===== src/rtl/calc_pkg.sv =====
// Shared key codes, FSM state encodings, error codes and the single-cycle ALU
// used by the calculator sequencer.
package calc_pkg;

    // Widest operand the shared ALU function supports; instances must keep W within it.
    localparam int unsigned CALC_MAX_W = 32;

    typedef enum logic [2:0] {
        KEY_NOP   = 3'b000,
        KEY_NUM   = 3'b001,
        KEY_ENTER = 3'b010,
        KEY_CLEAR = 3'b011,
        KEY_ADD   = 3'b100,
        KEY_SUB   = 3'b101,
        KEY_MUL   = 3'b110,
        KEY_DIV   = 3'b111
    } key_code_e;

    typedef enum logic [2:0] {
        ST_IDLE    = 3'd0,
        ST_ENTRY_A = 3'd1,
        ST_OP_WAIT = 3'd2,
        ST_ENTRY_B = 3'd3,
        ST_EXEC    = 3'd4,
        ST_SHOW    = 3'd5,
        ST_ERR     = 3'd6
    } calc_state_e;

    localparam logic [1:0] ERR_NONE = 2'b00;
    localparam logic [1:0] ERR_OVF  = 2'b01;
    localparam logic [1:0] ERR_UNF  = 2'b10;
    localparam logic [1:0] ERR_DIV0 = 2'b11;

    typedef struct packed {
        logic [CALC_MAX_W-1:0] res;
        logic [1:0]            err;
    } alu_res_t;

    function automatic logic is_operator(input key_code_e code);
        return code[2];
    endfunction

    // Unsigned w-bit add/sub/mul; anything spilling above bit w-1 is an overflow.
    function automatic alu_res_t calc_alu(input key_code_e op,
                                          input logic [CALC_MAX_W-1:0] a,
                                          input logic [CALC_MAX_W-1:0] b,
                                          input int unsigned w);
        logic [2*CALC_MAX_W-1:0] a_ext;
        logic [2*CALC_MAX_W-1:0] b_ext;
        logic [2*CALC_MAX_W-1:0] wide;
        alu_res_t r;
        a_ext = {{CALC_MAX_W{1'b0}}, a};
        b_ext = {{CALC_MAX_W{1'b0}}, b};
        r.err = ERR_NONE;
        wide  = '0;
        case (op)
            KEY_ADD: begin
                wide = a_ext + b_ext;
                if ((wide >> w) != '0) r.err = ERR_OVF;
            end
            KEY_SUB: begin
                wide = a_ext - b_ext;
                if (b > a) r.err = ERR_UNF;
            end
            KEY_MUL: begin
                wide = a_ext * b_ext;
                if ((wide >> w) != '0) r.err = ERR_OVF;
            end
            default: wide = '0;
        endcase
        r.res = wide[CALC_MAX_W-1:0];
        return r;
    endfunction

endpackage


===== src/rtl/calc_seq_if.sv =====
// Keypad-side handshake and display-side outputs of the calculator sequencer.
interface calc_seq_if #(
    parameter int unsigned W = 8
);
    logic         key_valid;
    logic [2:0]   key_code;
    logic [W-1:0] key_data;
    logic         key_ready;
    logic [W-1:0] disp_val;
    logic         disp_sel;
    logic [2:0]   state_o;
    logic         err;
    logic [1:0]   err_code;
    logic         result_valid;

    modport slave (
        input  key_valid, key_code, key_data,
        output key_ready, disp_val, disp_sel, state_o, err, err_code, result_valid
    );

    modport master (
        output key_valid, key_code, key_data,
        input  key_ready, disp_val, disp_sel, state_o, err, err_code, result_valid
    );
endinterface


===== src/rtl/calc_div.sv =====
// Restoring unsigned divider: start loads operands, then W iterations one per cycle.
// done is high during the final iteration, with quotient already showing that step's result.
module calc_div #(
    parameter int unsigned W = 8
) (
    input  logic         clk,
    input  logic         reset,
    input  logic         start,
    input  logic [W-1:0] dividend,
    input  logic [W-1:0] divisor,
    output logic         busy,
    output logic         done,
    output logic [W-1:0] quotient
);
    localparam int unsigned CW = $clog2(W + 1);

    logic [CW-1:0] cnt_q, cnt_d;
    logic [W-1:0]  rem_q, rem_d;
    logic [W-1:0]  quo_q, quo_d;
    logic [W-1:0]  dvs_q, dvs_d;

    logic [W:0]    shifted;
    logic [W:0]    trial;
    logic          fits;
    logic [W-1:0]  rem_nx;
    logic [W-1:0]  quo_nx;

    // Partial remainder stays below the divisor, so bit W of the trial is a pure borrow.
    always_comb begin
        shifted = {rem_q, quo_q[W-1]};
        trial   = shifted - {1'b0, dvs_q};
        fits    = ~trial[W];
        rem_nx  = fits ? trial[W-1:0] : shifted[W-1:0];
        quo_nx  = {quo_q[W-2:0], fits};
    end

    assign busy     = (cnt_q != '0);
    assign done     = (cnt_q == CW'(1));
    assign quotient = quo_nx;

    always_comb begin
        cnt_d = cnt_q;
        rem_d = rem_q;
        quo_d = quo_q;
        dvs_d = dvs_q;
        if (start) begin
            cnt_d = CW'(W);
            rem_d = '0;
            quo_d = dividend;
            dvs_d = divisor;
        end else if (busy) begin
            cnt_d = cnt_q - CW'(1);
            rem_d = rem_nx;
            quo_d = quo_nx;
        end
    end

    always_ff @(posedge clk) begin
        if (reset) begin
            cnt_q <= '0;
            rem_q <= '0;
            quo_q <= '0;
            dvs_q <= '0;
        end else begin
            cnt_q <= cnt_d;
            rem_q <= rem_d;
            quo_q <= quo_d;
            dvs_q <= dvs_d;
        end
    end

endmodule


===== src/rtl/calc_seq.sv =====
// Calculator sequencer: key-event FSM, operand/accumulator/operator registers and ALU.
// EXEC takes 1 cycle (W+1 for divide); key_ready drops only while in EXEC.
module calc_seq
    import calc_pkg::*;
#(
    parameter int unsigned W = 8
) (
    input  logic          clk,
    input  logic          reset,
    calc_seq_if.slave     io
);

    calc_state_e  state_q, state_d;
    logic [W-1:0] opnd_q, opnd_d;
    logic [W-1:0] acc_q, acc_d;
    key_code_e    op_q, op_d;
    key_code_e    nxt_op_q, nxt_op_d;
    logic         chain_q, chain_d;
    logic [1:0]   err_code_q, err_code_d;
    logic         rv_q, rv_d;

    logic         key_ready;
    logic         accept;
    key_code_e    code;
    alu_res_t     alu_r;

    logic         div_start;
    logic         div_busy;
    logic         div_done;
    logic [W-1:0] div_quotient;

    calc_div #(.W(W)) u_div (
        .clk      (clk),
        .reset    (reset),
        .start    (div_start),
        .dividend (acc_q),
        .divisor  (opnd_q),
        .busy     (div_busy),
        .done     (div_done),
        .quotient (div_quotient)
    );

    assign key_ready = (state_q != ST_EXEC);
    assign accept    = io.key_valid && key_ready;
    assign code      = key_code_e'(io.key_code);

    always_comb begin
        alu_r = calc_alu(op_q, CALC_MAX_W'(acc_q), CALC_MAX_W'(opnd_q), W);
    end

    always_comb begin
        state_d    = state_q;
        opnd_d     = opnd_q;
        acc_d      = acc_q;
        op_d       = op_q;
        nxt_op_d   = nxt_op_q;
        chain_d    = chain_q;
        err_code_d = err_code_q;
        rv_d       = 1'b0;
        div_start  = 1'b0;

        if (state_q == ST_EXEC) begin
            if (op_q == KEY_DIV) begin
                // First EXEC cycle is divider setup; busy marks the iteration cycles.
                if (!div_busy) begin
                    if (opnd_q == '0) begin
                        state_d    = ST_ERR;
                        err_code_d = ERR_DIV0;
                    end else begin
                        div_start = 1'b1;
                    end
                end else if (div_done) begin
                    acc_d   = div_quotient;
                    rv_d    = 1'b1;
                    state_d = chain_q ? ST_OP_WAIT : ST_SHOW;
                    if (chain_q) op_d = nxt_op_q;
                end
            end else if (alu_r.err != ERR_NONE) begin
                state_d    = ST_ERR;
                err_code_d = alu_r.err;
            end else begin
                acc_d   = W'(alu_r.res);
                rv_d    = 1'b1;
                state_d = chain_q ? ST_OP_WAIT : ST_SHOW;
                if (chain_q) op_d = nxt_op_q;
            end
        end else if (accept) begin
            if (code == KEY_CLEAR) begin
                opnd_d     = '0;
                acc_d      = '0;
                op_d       = KEY_ADD;
                err_code_d = ERR_NONE;
                state_d    = ST_IDLE;
            end else begin
                unique case (state_q)
                    ST_IDLE: begin
                        if (code == KEY_NUM) begin
                            opnd_d  = io.key_data;
                            state_d = ST_ENTRY_A;
                        end
                    end
                    ST_ENTRY_A: begin
                        if (code == KEY_NUM) begin
                            opnd_d = io.key_data;
                        end else if (code == KEY_ENTER) begin
                            acc_d   = opnd_q;
                            state_d = ST_SHOW;
                        end else if (is_operator(code)) begin
                            acc_d   = opnd_q;
                            op_d    = code;
                            state_d = ST_OP_WAIT;
                        end
                    end
                    ST_OP_WAIT: begin
                        if (is_operator(code)) begin
                            op_d = code;
                        end else if (code == KEY_NUM) begin
                            opnd_d  = io.key_data;
                            state_d = ST_ENTRY_B;
                        end else if (code == KEY_ENTER) begin
                            state_d = ST_SHOW;
                        end
                    end
                    ST_ENTRY_B: begin
                        if (code == KEY_NUM) begin
                            opnd_d = io.key_data;
                        end else if (code == KEY_ENTER) begin
                            chain_d = 1'b0;
                            state_d = ST_EXEC;
                        end else if (is_operator(code)) begin
                            nxt_op_d = code;
                            chain_d  = 1'b1;
                            state_d  = ST_EXEC;
                        end
                    end
                    ST_SHOW: begin
                        if (code == KEY_NUM) begin
                            opnd_d  = io.key_data;
                            state_d = ST_ENTRY_A;
                        end else if (is_operator(code)) begin
                            op_d    = code;
                            state_d = ST_OP_WAIT;
                        end
                    end
                    default: ;
                endcase
            end
        end
    end

    always_ff @(posedge clk) begin
        if (reset) begin
            state_q    <= ST_IDLE;
            opnd_q     <= '0;
            acc_q      <= '0;
            op_q       <= KEY_ADD;
            nxt_op_q   <= KEY_ADD;
            chain_q    <= 1'b0;
            err_code_q <= ERR_NONE;
            rv_q       <= 1'b0;
        end else begin
            state_q    <= state_d;
            opnd_q     <= opnd_d;
            acc_q      <= acc_d;
            op_q       <= op_d;
            nxt_op_q   <= nxt_op_d;
            chain_q    <= chain_d;
            err_code_q <= err_code_d;
            rv_q       <= rv_d;
        end
    end

    logic disp_sel;
    assign disp_sel = (state_q == ST_OP_WAIT) || (state_q == ST_SHOW) || (state_q == ST_EXEC);

    always_comb begin
        io.disp_val = '0;
        if (state_q != ST_IDLE && state_q != ST_ERR) begin
            io.disp_val = disp_sel ? acc_q : opnd_q;
        end
    end

    assign io.key_ready    = key_ready;
    assign io.disp_sel     = disp_sel;
    assign io.state_o      = state_q;
    assign io.err          = (state_q == ST_ERR);
    assign io.err_code     = err_code_q;
    assign io.result_valid = rv_q;

endmodule

===== src/flat_wrapper.sv =====
// flat-port wrapper written by rule: the top's interface ports become plain ports
module calc_seq_flat import calc_pkg::*;
#(
    parameter int unsigned W = 8
)
  (clk, reset, io_key_valid, io_key_code, io_key_data, io_key_ready, io_disp_val, io_disp_sel, io_state_o, io_err, io_err_code, io_result_valid);
  calc_seq_if #(.W(W)) io_i ();
  input  logic clk;
  input  logic reset;
  input wire logic [$bits(io_i.key_valid)-1:0] io_key_valid;
  input wire logic [$bits(io_i.key_code)-1:0] io_key_code;
  input wire logic [$bits(io_i.key_data)-1:0] io_key_data;
  output wire logic [$bits(io_i.key_ready)-1:0] io_key_ready;
  output wire logic [$bits(io_i.disp_val)-1:0] io_disp_val;
  output wire logic [$bits(io_i.disp_sel)-1:0] io_disp_sel;
  output wire logic [$bits(io_i.state_o)-1:0] io_state_o;
  output wire logic [$bits(io_i.err)-1:0] io_err;
  output wire logic [$bits(io_i.err_code)-1:0] io_err_code;
  output wire logic [$bits(io_i.result_valid)-1:0] io_result_valid;
  assign io_i.key_valid = io_key_valid;
  assign io_i.key_code = io_key_code;
  assign io_i.key_data = io_key_data;
  assign io_key_ready = io_i.key_ready;
  assign io_disp_val = io_i.disp_val;
  assign io_disp_sel = io_i.disp_sel;
  assign io_state_o = io_i.state_o;
  assign io_err = io_i.err;
  assign io_err_code = io_i.err_code;
  assign io_result_valid = io_i.result_valid;
  calc_seq #(.W(W)) u_core (.clk(clk), .reset(reset), .io(io_i));
endmodule

===== config.mk =====
export PLATFORM = sky130hd
export DESIGN_NAME = calc_seq_flat
export DESIGN_NICKNAME = d
export VERILOG_FILES = /design/src/rtl/calc_pkg.sv /design/src/rtl/calc_seq_if.sv /design/src/rtl/calc_div.sv /design/src/rtl/calc_seq.sv /design/src/flat_wrapper.sv
export SDC_FILE = /design/constraint.sdc
export NUM_CORES = 1
export LEC_CHECK = 0
export BUFFER_PORTS_ARGS = -buffer_cell sky130_fd_sc_hd__buf_4
export CAP_MARGIN = 20
export CORE_MARGIN = 1.5
export CORE_UTILIZATION = 58
export DETAILED_ROUTE_END_ITERATION = 7
export PLACE_DENSITY = 0.79
export REMOVE_ABC_BUFFERS = 1
export SLEW_MARGIN = 20
export SYNTH_ARGS = -nofsm -noshare
export SYNTH_HDL_FRONTEND = slang
export SYNTH_HIERARCHICAL = 1
export SYNTH_SLANG_ARGS = --single-unit

===== constraint.sdc =====
create_clock -name clk -period 5.4 [get_ports clk]
set_input_delay 0 -clock clk [delete_from_list [all_inputs] [get_ports clk]]
set_output_delay 0 -clock clk [all_outputs]
set_load 0.01 [all_outputs]

==> reports/results.txt, run 1 <==
Max H-tree Level: 2
CP Launch Type: flop
final hold viol count: 0
Clk pwr share: 0.172
Int Pwr: 0.0008139 W
final setup TNS: 0 ns
WL per Instance: 18.69 um
Initial Util: 0.5960
CTS tree: built
largest net degree at the start of global routing: 54
Setup Viol. Count Final: 0
FILL cells: 904
Die Y: 108.5 um
DR pass1 iterations: 5
layout net count: 960
crit path DAT: 5.48 ns
CP Capture Type: flop
Max Cap Viol: 0
Comb pwr share: 0.480
top-area cell type share of the netlist area: 0.1704
CTS clk-pin slew, worst paths: 0.11 ns
drt initial violations: 585
# diodes: 0
Area contributors post-synth: dfxtp_1 (17%), ha_1 (12%), fa_1 (12%)
clock sinks: 55
wirelength, routed: 18410 um
worst slew pin tran: 1.063 ns
Post-synth EDFFs: 0
Final min period: 5.256 ns
# IOs: 31
Die W: 108.5 um
sequential power share: 0.349
TritonCTS Buffers: 5
status: complete, no violations
Core Rows: 38
remaining antenna violation count: 0
area growth from synthesis to layout: 11.70%
crit-path cells: buf_12 -> ha_1 -> inv_2 -> fa_1 -> fa_1 -> inv_1 -> fa_1 -> ha_1 -> ha_1 -> buf_4 -> a21oi_1 -> o21bai_1 -> and3_1 -> a2111oi_4 -> nand4_2 -> o211ai_2 -> a31oi_4 -> buf_12 -> mux2_4
clock root buffer: clkbuf_8
DR vias/cell: 6.194
maximum clock frequency: 190.3 MHz
synth warn: 6
Syn Inst Count: 808
Clock Tree Buf Depth: 2
cell with the most instances after synthesis: inv_1
Leak Pwr: 3.196 nW
# port buffers: 30
Net Sw Frac: 0.4414
relative slew slack: 0.2915
DP HPWL: 14130 um
GRT Resource Usage Total: 0.3241
unrepaired setup endpoints after global routing: true
Yosys top cell by area: dfxtp_1
clock latency on the worst-skew pair: 0.33 ns
wire length on met3: 1220 um
critical path type: flop to flop
CP Max Fanout: 9
antenna violations before repair: 0
Commonest cells post-synth: inv_1 (86), nand2_1 (71), ha_1 (63), nor2_1 (63)
worst reg-to-reg path cell count: 19
Seq/Total Area, Yosys: 0.1704
floorplan die area: 0.01178 mm2
global-route wire length before repair: 29820 um
Max stage delay on crit path: 0.56 ns
share of cells above drive strength 1: 0.1586
via count: 6101
top sig layer: met4
maximum VDD drop: 0.2060 mV
wl on met1: 8250 um
met2 WL: 8555 um
final slew viol count: 0
slowest stage cell on the critical path: fa_1
DRC: 0
Tcrit/Tclk final: 0.9733
Worst Hold Depth: 3
routability cong.: 0.9370
Post-synth ARST share: 0
Synth Area per Inst: 7.997 um2
Synth Cell Area: 0.006461 mm2
Yosys reg bits: 55
net switching power: 0.0006432 W
grt total ovfl: 0
vias in the first global route: 5863
Synth cell types: 72
Util after Layout: 0.6657
Synth Flop Type: dfxtp_1
critical path required time: 5.62 ns
worst min-delay path class: input pin to flop
PwrDens: 201.9 mW/mm2
Core ar.: 0.01084 mm2
final worst clock skew: 0.008412 ns
power by group through the flow:
stage          clock network (W)  logic [W]  registers, W
2_1_floorplan                  0   0.000409      0.000527
3_3_place_gp                   0   0.000640      0.000513
3_5_place_dp                   0   0.000656      0.000516
4_1_cts                 0.000254   0.000669      0.000506
5_1_grt                 0.000271   0.000756      0.000516
6_report                0.000250   0.000699      0.000508
flip-flops by register name (all words and copies together) (netlist names):
name / count
u_core/op_q: 2
u_core/u_div/dvs_q: 8
u_core/io.result_valid: 1
u_core/u_div/rem_q: 8
u_core/io.state_o: 3
u_core/acc_q: 8
u_core/nxt_op_q: 2
u_core/u_div/quo_q: 8
u_core/opnd_q: 8
u_core/chain_q: 1
u_core/u_div/cnt_q: 4
u_core/io.err_code: 2
cells in the final DEF, fill, tap and decap left out, types with 6 or more instances in the layout:
| cell type | instances |
|---|---|
| and3_1 | 6 |
| a21o_1 | 9 |
| nand2_1 | 71 |
| nor3_1 | 7 |
| a21oi_1 | 54 |
| mux2_4 | 7 |
| o21ai_0 | 32 |
| ha_1 | 59 |
| nand4_1 | 9 |
| a22o_1 | 8 |
| dfxtp_1 | 48 |
| a22oi_1 | 6 |
| and2_1 | 34 |
| nand2b_1 | 7 |
| nor2_1 | 62 |
| dlygate4sd3_1 | 6 |
| nor2b_1 | 9 |
| nand3_1 | 25 |
| or3_1 | 8 |
| o211ai_1 | 13 |
| mux2i_1 | 23 |
| a31oi_1 | 11 |
| fa_1 | 39 |
| dfxtp_2 | 6 |
| inv_1 | 81 |
| buf_4 | 75 |
| xnor2_1 | 8 |
| and2b_1 | 6 |
| o21a_1 | 6 |
what timing repair did:
| item | in CTS | in global routing |
|---|---|---|
| hold buffers | 6 | 0 |
| hold endpoints to repair | 6 | 0 |
| pin swaps | 4 | 16 |
| buffers inserted | 1 | 4 |
| setup endpoints to repair | 9 | 15 |
| gates resized for setup | 1 | 27 |
through the flow:
| stage | power (W) | setup slack [ns] | cells | cell area, um2 | hold slack, ns |
|---|---|---|---|---|---|
| final | 0.001457 | 0.1442 | 985 | 7217 | 0.01230 |
| after global routing | 0.001543 | -0.07003 | 985 | 7217 | 0.006042 |
| after CTS | 0.001429 | 0.01045 | 981 | 7091 | 0.0002266 |
| after detailed placement | 0.001171 | 0.005312 | 966 | 6925 | 0.2871 |
| after global placement | 0.001153 | 0.08438 | 966 | 6920 | 0.2772 |
| after floorplan | 0.0009363 | 0.2258 | 752 | 6170 | 0.06907 |
worst paths after layout:
path,start,end,slack [ns]
max,u_core/opnd_q[5],u_core/acc_q[0],0.14
min,io_key_data[4],u_core/opnd_q[4],0.01
max reg2reg,u_core/opnd_q[5],u_core/acc_q[0],0.14
min reg2reg,u_core/io.err_code[0],u_core/io.err_code[0],0.49
final cells by class:
type,count,area (um2),area share
Clock buffer,5,68.82,0.009535
Clock inverter,3,23.77,0.003294
Inverter,87,326.6,0.04525
Multi-Input combinational cell,610,4825,0.6685
Sequential cell,55,1112,0.1541
Tap cell,140,175.2,0.02427
Timing Repair Buffer,85,685.7,0.09501
worst max-delay path, delay by kind of cell, from the launching register on:
| family | cells | cell delay (ns) |
|---|---|---|
| flip-flops | 1 | 0.42 |
| AO/OA/AOI/OAI | 5 | 1.04 |
| buffers and inverters | 5 | 0.63 |
| adder cells (fa/ha/maj) | 6 | 2.39 |
| multiplexers | 1 | 0.29 |
| AND/OR/NAND/NOR | 2 | 0.37 |
logic make-up after synthesis:
group                      synth area share
xor gates and xnor gates            0.01762
buffers and inverters               0.09566
DFF                                  0.1704
muxes                               0.05887
AOI/OAI and AO/OA                    0.2082
adders and majority gates            0.2428
and+or+nand+nor                      0.2064
metal layers:
metal  global-route usage  vias to the layer above
li1                     -                     2864
met1               0.4406                     2946
met2               0.5395                      257
met3              0.04762                       34
met4              0.08177                        0
met5                    0                        -
Power figures use the tool's default switching activity.
==> inputs of run 2 (changes only) <==
- HOLD_SLACK_MARGIN: default -> 0.08
- RECOVER_POWER: default -> 100
==> run 2 against run 1 <==
Clock power hardly changed. Critical endpoint unchanged. Critical path type unchanged. Design area is 0.38% lower. Fmax hardly changed. Via count increased by 0.30%. Largest cell class unchanged. Global-route usage up 0.15 points. Sequential cell count is the same. Non-clock buffer count increased by 4.
==> reports/results.txt, run 2 (synthesis results as in run 1) <==
grt total ovfl: 0
Comb pwr share: 0.477
maximum VDD drop: 0.2015 mV
status: complete, no violations
Crit path top cell by count: fa_1
TritonCTS Buffers: 5
# IOs: 31
crit path DAT: 5.48 ns
Max stage delay on crit path: 0.48 ns
DR vias/cell: 6.187
Core Rows: 38
CTS tree: built
DRC: 0
Int Pwr: 0.0008049 W
crit-path cells: buf_4 -> buf_4 -> ha_1 -> fa_1 -> fa_1 -> ha_1 -> inv_1 -> fa_1 -> inv_1 -> ha_2 -> o211ai_1 -> o21a_2 -> o31a_1 -> a2111oi_4 -> nand4_2 -> o211ai_2 -> a31oi_4 -> buf_12 -> mux2_4
unrepaired setup endpoints after global routing: true
# port buffers: 30
layout net count: 964
Max H-tree Level: 2
largest net degree at the start of global routing: 54
antenna violations before repair: 0
remaining antenna violation count: 0
PwrDens: 201.5 mW/mm2
routability cong.: 0.9370
Tcrit/Tclk final: 0.9727
# diodes: 0
Final min period: 5.253 ns
clock sinks: 55
relative slew slack: 0.1404
Placed Instances: 966
clock latency on the worst-skew pair: 0.33 ns
Die W: 108.5 um
most common cell after layout, fill and taps aside: inv_1
floorplan die area: 0.01178 mm2
CP Capture Type: flop
share of cells above drive strength 1: 0.1366
Leak Pwr: 3.141 nW
Setup Viol. Count Final: 0
sequential power share: 0.351
Net Sw Frac: 0.4443
wirelength, routed: 18440 um
DP HPWL: 14130 um
net switching power: 0.0006436 W
Util after Layout: 0.6632
Core ar.: 0.01084 mm2
via count: 6119
commonest non-fill, non-tap cells in the layout: inv_1 (81), nand2_1 (71), nor2_1 (63), buf_4 (59), ha_1 (59)
clock root buffer: clkbuf_8
maximum clock frequency: 190.4 MHz
Clock Tree Buf Depth: 2
critical path type: flop to flop
area growth from synthesis to layout: 11.27%
Initial Util: 0.5960
cell area after layout: 0.007189 mm2
Die Y: 108.5 um
placed cell area: 0.006925 mm2
Clk pwr share: 0.172
WL per Instance: 18.64 um
vias in the first global route: 5905
worst slew pin tran: 1.285 ns
global-route wire length before repair: 29940 um
critical path required time: 5.62 ns
GRT Resource Usage Total: 0.3256
CTS clk-pin slew, worst paths: 0.11 ns
worst min-delay path class: input pin to flop
CP Max Fanout: 8
final slew viol count: 0
Post-Layout Cell Count: 989
FILL cells: 921
slowest stage cell on the critical path: fa_1
drt initial violations: 546
DR pass1 iterations: 8
final worst clock skew: 0.008598 ns
Max Cap Viol: 0
CP Launch Type: flop
final hold viol count: 0
## run 2: worst paths after layout
| path | start | to | slack (ns) | cells past startpoint |
|---|---|---|---|---|
| worst max-delay path | u_core/opnd_q[2] | u_core/acc_q[0] | 0.15 | 19 |
| worst min-delay path | io_key_valid | u_core/chain_q | 0.1 | 4 |
| worst max register to register | u_core/opnd_q[2] | u_core/acc_q[0] | 0.15 | 19 |
| worst min register to register | u_core/io.err_code[0] | u_core/io.err_code[0] | 0.48 | 1 |
## run 2: metal layers
metal | GRT usage | up-vias | wire (um)
li1 | - | 2877 | -
met1 | 0.4402 | 2938 | 8105
met2 | 0.5422 | 267 | 8550
met3 | 0.04822 | 37 | 1359
met4 | 0.08741 | 0 | 418
met5 | 0 | - | 0
## run 2: worst max-delay path, delay by kind of cell, from the launching register on
family,cells,cell delay [ns]
adders and majority gates,6,2.32
buffers and inverters,5,0.60
muxes,1,0.29
DFF,1,0.33
AOI/OAI and AO/OA,6,1.43
and+or+nand+nor,1,0.17
## run 2: power groups by stage
stage / Clock (W) / Combinational, W / Sequential [W]
global placement: 0 / 0.000640 / 0.000513
CTS: 0.000254 / 0.000671 / 0.000506
detailed placement: 0 / 0.000656 / 0.000516
floorplan: 0 / 0.000409 / 0.000527
global route: 0.000271 / 0.000747 / 0.000515
finish: 0.000250 / 0.000691 / 0.000508
## run 2: layout make-up
cell class | instances | area, um2 | share of cell area
Multi-Input combinational cell | 610 | 4817 | 0.6700
Sequential cell | 55 | 1112 | 0.1547
Timing Repair Buffer | 89 | 665.6 | 0.09259
Inverter | 87 | 326.6 | 0.04542
Tap cell | 140 | 175.2 | 0.02436
Clock buffer | 5 | 68.82 | 0.009572
Clock inverter | 3 | 23.77 | 0.003307
## run 2: timing repair
action,4_1_cts,5_1_grt
pin swaps,4,16
setup buffers,1,4
setup endpoints to repair,9,15
gates resized for setup,1,27
hold endpoints to repair,11,0
hold buffers,10,0
## run 2: stage by stage
stage	hold WS, ns	TNS [ns]	power [W]	worst slack [ns]
after floorplan	0.06907	0	0.0009363	0.2258
after global placement	0.2772	0	0.001153	0.08438
after detailed placement	0.2871	0	0.001171	0.005312
after CTS	0.08048	0	0.001431	0.01045
after global routing	0.1289	-0.4547	0.001534	-0.07003
final	0.09930	0	0.001449	0.1472
